--- src/rtl/wb_pkg.sv ---
// Shared types and constants for the write-back unit.
// Optional feature macro: WB_RETIRE_CNT_EN (retired-operation counter on wb_unit).
package wb_pkg;

  // Top-level control states of the write-back unit.
  typedef enum logic [0:0] {
    IDLE     = 1'b0,
    WAIT_MEM = 1'b1
  } wb_state_e;

  // RV32I load funct3 encodings.
  localparam logic [2:0] F3_LB  = 3'b000;
  localparam logic [2:0] F3_LH  = 3'b001;
  localparam logic [2:0] F3_LW  = 3'b010;
  localparam logic [2:0] F3_LBU = 3'b100;
  localparam logic [2:0] F3_LHU = 3'b101;

  // Width of a counter able to hold the values 0 .. timeout-1.
  function automatic int wait_cnt_w(input int timeout);
    return (timeout <= 2) ? 1 : $clog2(timeout);
  endfunction

endpackage

--- src/rtl/wb_unit_if.sv ---
// Execute/memory/register-file bundle seen by the write-back unit.
// slave: the write-back unit; master: execute, data memory and register-file side.
interface wb_unit_if #(
  parameter int DATA_W = 32,
  parameter int ADDR_W = 5
);
  // execute -> write-back
  logic              ex_valid;
  logic              ex_ready;
  logic [ADDR_W-1:0] ex_rd;
  logic              ex_reg_wr;
  logic              ex_is_load;
  logic [2:0]        ex_funct3;
  logic [DATA_W-1:0] ex_result;
  // data memory response
  logic              mem_rsp_valid;
  logic [DATA_W-1:0] mem_rsp_data;
  // register-file write port and status
  logic [ADDR_W-1:0] wr_addr;
  logic [DATA_W-1:0] wr_data;
  logic              write_back_en;
  logic              load_err;
  logic              busy;

  modport slave (
    input  ex_valid, ex_rd, ex_reg_wr, ex_is_load, ex_funct3, ex_result,
    input  mem_rsp_valid, mem_rsp_data,
    output ex_ready, wr_addr, wr_data, write_back_en, load_err, busy
  );

  modport master (
    output ex_valid, ex_rd, ex_reg_wr, ex_is_load, ex_funct3, ex_result,
    output mem_rsp_valid, mem_rsp_data,
    input  ex_ready, wr_addr, wr_data, write_back_en, load_err, busy
  );
endinterface

--- src/rtl/wb_unit_load_extend.sv ---
// Load data extraction: picks the byte/halfword/word addressed by the low
// address bits out of an aligned memory word and sign/zero extends it.
// Flags unknown funct3 values and misaligned halfword/word accesses.
module load_extend
  import wb_pkg::*;
#(
  parameter int DATA_W = 32
) (
  input  logic [2:0]        funct3_i,
  input  logic [1:0]        offset_i,
  input  logic [DATA_W-1:0] word_i,
  output logic [DATA_W-1:0] data_o,
  output logic              illegal_o
);

  logic [7:0]  bytes_w  [4];
  logic [15:0] halves_w [2];
  logic [7:0]  byte_sel;
  logic [15:0] half_sel;

  // Split the low 32 bits of the word into byte and halfword lanes.
  for (genvar gi = 0; gi < 4; gi++) begin : g_bytes
    assign bytes_w[gi] = word_i[8*gi +: 8];
  end
  for (genvar gi = 0; gi < 2; gi++) begin : g_halves
    assign halves_w[gi] = word_i[16*gi +: 16];
  end

  // Halfword lane is chosen by offset bit 1; offset bit 0 only matters for legality.
  assign byte_sel = bytes_w[offset_i];
  assign half_sel = halves_w[offset_i[1]];

  // Decode load type into extended data and a legality flag.
  always_comb begin
    data_o    = '0;
    illegal_o = 1'b0;
    unique case (funct3_i)
      F3_LB:  data_o = {{(DATA_W-8){byte_sel[7]}}, byte_sel};
      F3_LBU: data_o = {{(DATA_W-8){1'b0}}, byte_sel};
      F3_LH: begin
        data_o    = {{(DATA_W-16){half_sel[15]}}, half_sel};
        illegal_o = offset_i[0];
      end
      F3_LHU: begin
        data_o    = {{(DATA_W-16){1'b0}}, half_sel};
        illegal_o = offset_i[0];
      end
      F3_LW: begin
        data_o    = word_i;
        illegal_o = (offset_i != 2'b00);
      end
      default: illegal_o = 1'b1;
    endcase
  end

endmodule

--- src/rtl/wb_unit.sv ---
// Write-back stage: retires ALU results one cycle after acceptance and loads
// after a variable-latency memory response, issuing exactly one register-file
// write strobe per retiring write. Loads that never get a response are aborted
// after TIMEOUT cycles with a load_err pulse.
// Optional feature macro: WB_RETIRE_CNT_EN adds the retire_cnt output.
module wb_unit
  import wb_pkg::*;
#(
  parameter int DATA_W  = 32,
  parameter int ADDR_W  = 5,
  parameter int TIMEOUT = 16
) (
  input  logic        clk,
  input  logic        rst_n,
  wb_unit_if.slave    bus
`ifdef WB_RETIRE_CNT_EN
  ,
  output logic [31:0] retire_cnt
`endif
);

  localparam int CNT_W = wait_cnt_w(TIMEOUT);
  localparam logic [CNT_W-1:0] CNT_LAST = CNT_W'(TIMEOUT - 1);

  wb_state_e         state_q, state_d;
  logic [ADDR_W-1:0] rd_q, rd_d;
  logic              reg_wr_q, reg_wr_d;
  logic [2:0]        funct3_q, funct3_d;
  logic [1:0]        offset_q, offset_d;
  logic [CNT_W-1:0]  cnt_q, cnt_d;
  logic [ADDR_W-1:0] wr_addr_q, wr_addr_d;
  logic [DATA_W-1:0] wr_data_q, wr_data_d;
  logic              wb_en_q, wb_en_d;
  logic              load_err_q, load_err_d;

  logic [DATA_W-1:0] ext_data;
  logic              ext_illegal;

  // Extraction always works on the latched load context and the live response word.
  load_extend #(
    .DATA_W(DATA_W)
  ) u_load_extend (
    .funct3_i  (funct3_q),
    .offset_i  (offset_q),
    .word_i    (bus.mem_rsp_data),
    .data_o    (ext_data),
    .illegal_o (ext_illegal)
  );

  // Next-state and write-port decisions; strobes default low every cycle.
  always_comb begin
    state_d    = state_q;
    rd_d       = rd_q;
    reg_wr_d   = reg_wr_q;
    funct3_d   = funct3_q;
    offset_d   = offset_q;
    cnt_d      = cnt_q;
    wr_addr_d  = wr_addr_q;
    wr_data_d  = wr_data_q;
    wb_en_d    = 1'b0;
    load_err_d = 1'b0;
    unique case (state_q)
      IDLE: begin
        if (bus.ex_valid) begin
          if (!bus.ex_is_load) begin
            if (bus.ex_reg_wr && (bus.ex_rd != '0)) begin
              wb_en_d   = 1'b1;
              wr_addr_d = bus.ex_rd;
              wr_data_d = bus.ex_result;
            end
          end else begin
            rd_d     = bus.ex_rd;
            reg_wr_d = bus.ex_reg_wr;
            funct3_d = bus.ex_funct3;
            offset_d = bus.ex_result[1:0];
            cnt_d    = '0;
            state_d  = WAIT_MEM;
          end
        end
      end
      WAIT_MEM: begin
        cnt_d = cnt_q + 1'b1;
        // A response in the timeout cycle still completes the load.
        if (bus.mem_rsp_valid) begin
          state_d = IDLE;
          cnt_d   = '0;
          if (ext_illegal) begin
            load_err_d = 1'b1;
          end else if (reg_wr_q && (rd_q != '0)) begin
            wb_en_d   = 1'b1;
            wr_addr_d = rd_q;
            wr_data_d = ext_data;
          end
        end else if (cnt_q == CNT_LAST) begin
          state_d    = IDLE;
          cnt_d      = '0;
          load_err_d = 1'b1;
        end
      end
      default: state_d = IDLE;
    endcase
  end

  // State, load context and registered write-port outputs.
  always_ff @(posedge clk or negedge rst_n) begin
    if (!rst_n) begin
      state_q    <= IDLE;
      rd_q       <= '0;
      reg_wr_q   <= 1'b0;
      funct3_q   <= '0;
      offset_q   <= '0;
      cnt_q      <= '0;
      wr_addr_q  <= '0;
      wr_data_q  <= '0;
      wb_en_q    <= 1'b0;
      load_err_q <= 1'b0;
    end else begin
      state_q    <= state_d;
      rd_q       <= rd_d;
      reg_wr_q   <= reg_wr_d;
      funct3_q   <= funct3_d;
      offset_q   <= offset_d;
      cnt_q      <= cnt_d;
      wr_addr_q  <= wr_addr_d;
      wr_data_q  <= wr_data_d;
      wb_en_q    <= wb_en_d;
      load_err_q <= load_err_d;
    end
  end

  assign bus.ex_ready      = (state_q == IDLE);
  assign bus.busy          = (state_q == WAIT_MEM);
  assign bus.wr_addr       = wr_addr_q;
  assign bus.wr_data       = wr_data_q;
  assign bus.write_back_en = wb_en_q;
  assign bus.load_err      = load_err_q;

`ifdef WB_RETIRE_CNT_EN
  logic [31:0] retire_cnt_q;
  logic        retire_inc;

  // Completed operations: every accepted non-load, and every legal load response
  // (including those whose write is suppressed by rd=0 or !reg_wr).
  assign retire_inc = ((state_q == IDLE) && bus.ex_valid && !bus.ex_is_load) ||
                      ((state_q == WAIT_MEM) && bus.mem_rsp_valid && !ext_illegal);

  // Free-running retire counter, wraps naturally.
  always_ff @(posedge clk or negedge rst_n) begin
    if (!rst_n) begin
      retire_cnt_q <= '0;
    end else if (retire_inc) begin
      retire_cnt_q <= retire_cnt_q + 32'd1;
    end
  end

  assign retire_cnt = retire_cnt_q;
`endif

endmodule

--- src/flat_wrapper.sv ---
// flat-port wrapper written by rule: the top's interface ports become plain ports
module wb_unit_flat import wb_pkg::*;
#(
  parameter int DATA_W  = 32,
  parameter int ADDR_W  = 5,
  parameter int TIMEOUT = 16
)
  (clk, rst_n, bus_ex_valid, bus_ex_rd, bus_ex_reg_wr, bus_ex_is_load, bus_ex_funct3, bus_ex_result, bus_mem_rsp_valid, bus_mem_rsp_data, bus_ex_ready, bus_wr_addr, bus_wr_data, bus_write_back_en, bus_load_err, bus_busy);
  wb_unit_if #(.DATA_W(DATA_W), .ADDR_W(ADDR_W)) bus_i ();
  input  logic clk;
  input  logic rst_n;
  input wire logic [$bits(bus_i.ex_valid)-1:0] bus_ex_valid;
  input wire logic [$bits(bus_i.ex_rd)-1:0] bus_ex_rd;
  input wire logic [$bits(bus_i.ex_reg_wr)-1:0] bus_ex_reg_wr;
  input wire logic [$bits(bus_i.ex_is_load)-1:0] bus_ex_is_load;
  input wire logic [$bits(bus_i.ex_funct3)-1:0] bus_ex_funct3;
  input wire logic [$bits(bus_i.ex_result)-1:0] bus_ex_result;
  input wire logic [$bits(bus_i.mem_rsp_valid)-1:0] bus_mem_rsp_valid;
  input wire logic [$bits(bus_i.mem_rsp_data)-1:0] bus_mem_rsp_data;
  output wire logic [$bits(bus_i.ex_ready)-1:0] bus_ex_ready;
  output wire logic [$bits(bus_i.wr_addr)-1:0] bus_wr_addr;
  output wire logic [$bits(bus_i.wr_data)-1:0] bus_wr_data;
  output wire logic [$bits(bus_i.write_back_en)-1:0] bus_write_back_en;
  output wire logic [$bits(bus_i.load_err)-1:0] bus_load_err;
  output wire logic [$bits(bus_i.busy)-1:0] bus_busy;
  assign bus_i.ex_valid = bus_ex_valid;
  assign bus_i.ex_rd = bus_ex_rd;
  assign bus_i.ex_reg_wr = bus_ex_reg_wr;
  assign bus_i.ex_is_load = bus_ex_is_load;
  assign bus_i.ex_funct3 = bus_ex_funct3;
  assign bus_i.ex_result = bus_ex_result;
  assign bus_i.mem_rsp_valid = bus_mem_rsp_valid;
  assign bus_i.mem_rsp_data = bus_mem_rsp_data;
  assign bus_ex_ready = bus_i.ex_ready;
  assign bus_wr_addr = bus_i.wr_addr;
  assign bus_wr_data = bus_i.wr_data;
  assign bus_write_back_en = bus_i.write_back_en;
  assign bus_load_err = bus_i.load_err;
  assign bus_busy = bus_i.busy;
  wb_unit #(.DATA_W(DATA_W), .ADDR_W(ADDR_W), .TIMEOUT(TIMEOUT)) u_core (.clk(clk), .rst_n(rst_n), .bus(bus_i));
endmodule
--- config.mk ---
export PLATFORM = sky130hd
export DESIGN_NAME = wb_unit_flat
export DESIGN_NICKNAME = d
export VERILOG_FILES = /design/src/rtl/wb_pkg.sv /design/src/rtl/wb_unit_if.sv /design/src/rtl/wb_unit_load_extend.sv /design/src/rtl/wb_unit.sv /design/src/flat_wrapper.sv
export SDC_FILE = /design/constraint.sdc
export NUM_CORES = 1
export LEC_CHECK = 0
export ABC_AREA = 1
export ABC_CLOCK_PERIOD_IN_PS = 2900
export BUFFER_PORTS_ARGS = -buffer_cell sky130_fd_sc_hd__buf_2
export CORE_UTILIZATION = 51
export DETAILED_ROUTE_END_ITERATION = 8
export GPL_TIMING_DRIVEN = 1
export PLACE_DENSITY = 0.89
export SLEW_MARGIN = 20
export SYNTH_ARGS = -nofsm -noshare
export SYNTH_HDL_FRONTEND = slang
export SYNTH_SLANG_ARGS = --single-unit
--- constraint.sdc ---
create_clock -name clk -period 2.9 [get_ports clk]
set_input_delay 0.58 -clock clk [delete_from_list [all_inputs] [get_ports clk]]
set_output_delay 0.58 -clock clk [all_outputs]
set_load 0.005 [all_outputs]
==> impl_metrics.yaml <==
final_layout:
  finalNonFillerCells: 776
  final_common_cell: "nand2_1"
  fillers: 619
  area_growth_pct: 20.0
  nNetsFinal: 758
  layout-drive-gt1-share_pct: 20.4
  final_cell_mix: "281 x nand2_1, 118 x buf_2, 60 x nand3_1"
  antenna_cells: 0
  final_area_mm2: 0.00428
drt:
  wirelength_mm: 9.96
  avgViaCountPerCell: 5.15
  initialDrtViolationCount: 262
  dr_total_vias: 3995
  post-route-drc-count: 0
  ant_nets: 0
  wl_per_cell_um: 12.8
  drtPass1Iterations: 5
place:
  placed_cells: 768
  numPortBuffers: 118
  placed_area_mm2: 0.00417
  dpl.hpwl_mm: 7.17
  gp_congestion: 1.03
critical_path:
  reg2reg_setup_slack_ps: 600
  cp_top_family: "simple AND/OR/NAND/NOR gates"
  reg2regPathDepth: 10
  arrival_ps: 2560
  crit_buf_inv: 1
  r2r-start: "u_core.offset_q[1]"
  regToRegEndpoint: "u_core.bus.wr_data[16]"
  critPathMaxStageDelay_ps: 750
  critPathCaptureType: "flip-flop"
  startpoint_type: "flip-flop"
  cpMostUsedCell: "nand2_1"
  cp_data_required_time_ps: 3160
  crit_path_top_delay_cell: "nor2_1"
  critPathMaxFanout: 26
  cp_cell_sequence: "inv_2 > nand2_1 > nand2_1 > nor2_1 > nor2_1 > nand2_1 > nand2_1 > nand2_1 > nand2_1 > nand2_1"
  worstSetupPathType: "reg -> reg"
power:
  irDropWorstVdd_mv: 0.386
  leakage_nw: 2.64
  p_per_area_mw_per_mm2: 625
logic_synthesis:
  yosys_warnings: 0
  synthDistinctLibCells: 23
  synth_mux_area_share_pct: 0.315
  ys_seq_elements: 55
  synth_seq_area_share_pct: 38.5
  avgSynthCellArea_um2: 6.19
  synth_simple_gate_area_share_pct: 45.5
  synth_top_family_by_area: "simple AND/OR/NAND/NOR gates"
  synth_fa_ha_area_share_pct: 0.350
  synth_nets: 656
  syn-instance-count: 577
  netlist_area_mm2: 0.00357
  synth_xor_area_share_pct: 0
  synth_compound_area_share_pct: 5.89
global_routing:
  first_global_vias: 3730
  grt_usage_pct: 28.2
  gr-total-overflow: 0
  grt_pass1_wl_mm: 16.6
  grt_start_max_net_pins: 56
  antenna_found_initial: 0
clock_tree:
  clkTransAtPathRegs_ps: 100
  cts_max_level: 2
  cts-root-buf: "clkbuf_8"
  cts_sinks: 55
  clk_path_buf_depth: 2
  post_cts_resized: 0
  postCtsSetupBuffers: 0
  cts_tree: "built"
  hold_buffers: 0
  numCtsBuffers: 5
  insertion_delay_ps: 320
timing:
  hold_ws_ps: 375
  period_needed_ps: 2300
  clock_skew_ps: 5.75
  worst_slew_pin_slew_ps: 990
  tns_ps: 0
  fin_crit_sh_pct: 79.3
  slew_violations: 0
  timing.fmax_ghz: 0.435
  setup_viol: 0
  rsz0062_at_grt: "no"
  relSlewSlack_pct: 33.8
  hold_violations: 0
floorplanning:
  core_mm2: 0.00679
  die_x_um: 85.7
  dieArea_mm2: 0.00734
  initial_core_util_pct: 52.6
  pin_count: 119
  die_height_um: 85.7
  row_count: 30
status:
  outcome: "complete, no violations"
job:
  maxCapViolCount: 0
hold_path:
  hold_class: "in -> async"
[routing by layer]
metal | global-route usage [%] | vias to the layer above | wire, um
met4 | 7.73 | 0 | 125
met2 | 47.7 | 187 | 4800
met5 | 0 | - | 0
met3 | 5.87 | 12 | 772
li1 | - | 1976 | -
met1 | 36.6 | 1820 | 4270
[layout make-up]
class                   count  area (um2)  area share (%)
flip-flops and latches     55        1380            32.1
repair buffers            125         643            15.0
clock inverters             2        35.0           0.818
clock buffers               6        82.6            1.93
well taps                  96         120            2.80
multi-input cells         447        1860            43.4
inverters                  45         169            3.94
[synth_stat cells]
library cell,count,area [um2]
nand2_1,281,1050
nand3_1,60,300
dfrtp_1,55,1380
nor2_1,53,199
inv_1,41,154
o21ai_0,20,100
a21oi_1,19,95.1
clkbuf_1,15,56.3
buf_6,6,67.6
buf_2,5,25.0
and2_1,4,25.0
buf_1,3,11.3
inv_2,3,11.3
nor2_4,2,22.5
nor3_1,2,10.0
a211oi_1,1,7.51
and3_1,1,6.26
buf_4,1,7.51
clkinv_1,1,3.75
ha_1,1,12.5
mux2_2,1,11.3
nand4_1,1,6.26
o31ai_1,1,7.51
[through the flow]
stage	total power, mW	util [%]	worst slack [ps]
floorplan	1.74	-	1200
global placement	2.10	61.3	779
detailed placement	2.14	61.3	700
CTS	2.68	63.1	670
global route	2.88	63.1	334
finish	2.68	63.1	601
[report_power, final]
group	internal (mW)	total (mW)	switching, mW
combinational	0.416	0.988	0.573
clock	0.280	0.546	0.266
sequential	0.999	1.14	0.144
total	1.69	2.68	0.982
[worst max path at each step]
stage,from,endpoint,slack (ps),cells past startpoint
after floorplan,bus_ex_rd[1],u_core.bus.wr_addr[0],1200,7
after global placement,u_core.offset_q[1],u_core.bus.wr_data[28],780,10
after detailed placement,u_core.offset_q[1],u_core.bus.wr_data[16],700,10
after CTS,u_core.offset_q[1],u_core.bus.wr_data[16],670,10
after global routing,u_core.offset_q[1],u_core.bus.wr_data[27],330,10
final,u_core.offset_q[1],u_core.bus.wr_data[16],600,10
[flip-flops by register name (all words and copies together), names as in the netlist]
| register | flops |
|---|---|
| u_core.bus.busy | 1 |
| u_core.bus.wr_data | 32 |
| u_core.rd_q | 5 |
| u_core.bus.load_err | 1 |
| u_core.funct3_q | 3 |
| u_core.cnt_q | 4 |
| u_core.bus.write_back_en | 1 |
| u_core.bus.wr_addr | 5 |
| u_core.reg_wr_q | 1 |
| u_core.offset_q | 2 |
[worst reg2reg max path, stage by stage (launching register included)]
cell and delay (ps):
dfrtp_1 550, inv_2 250, nand2_1 160, nand2_1 80, nor2_1 750, nor2_1 100, nand2_1 100, nand2_1 70
nand2_1 70, nand2_1 50, nand2_1 70
[logic make-up after synthesis]
family,after synthesis
buffers and inverters,75
AO/OA/AOI/OAI,41
flip-flops,55
multiplexers,1
AND/OR/NAND/NOR,404
adder cells (fa/ha/maj),1
No activity file was read; power rests on OpenSTA's default activity.
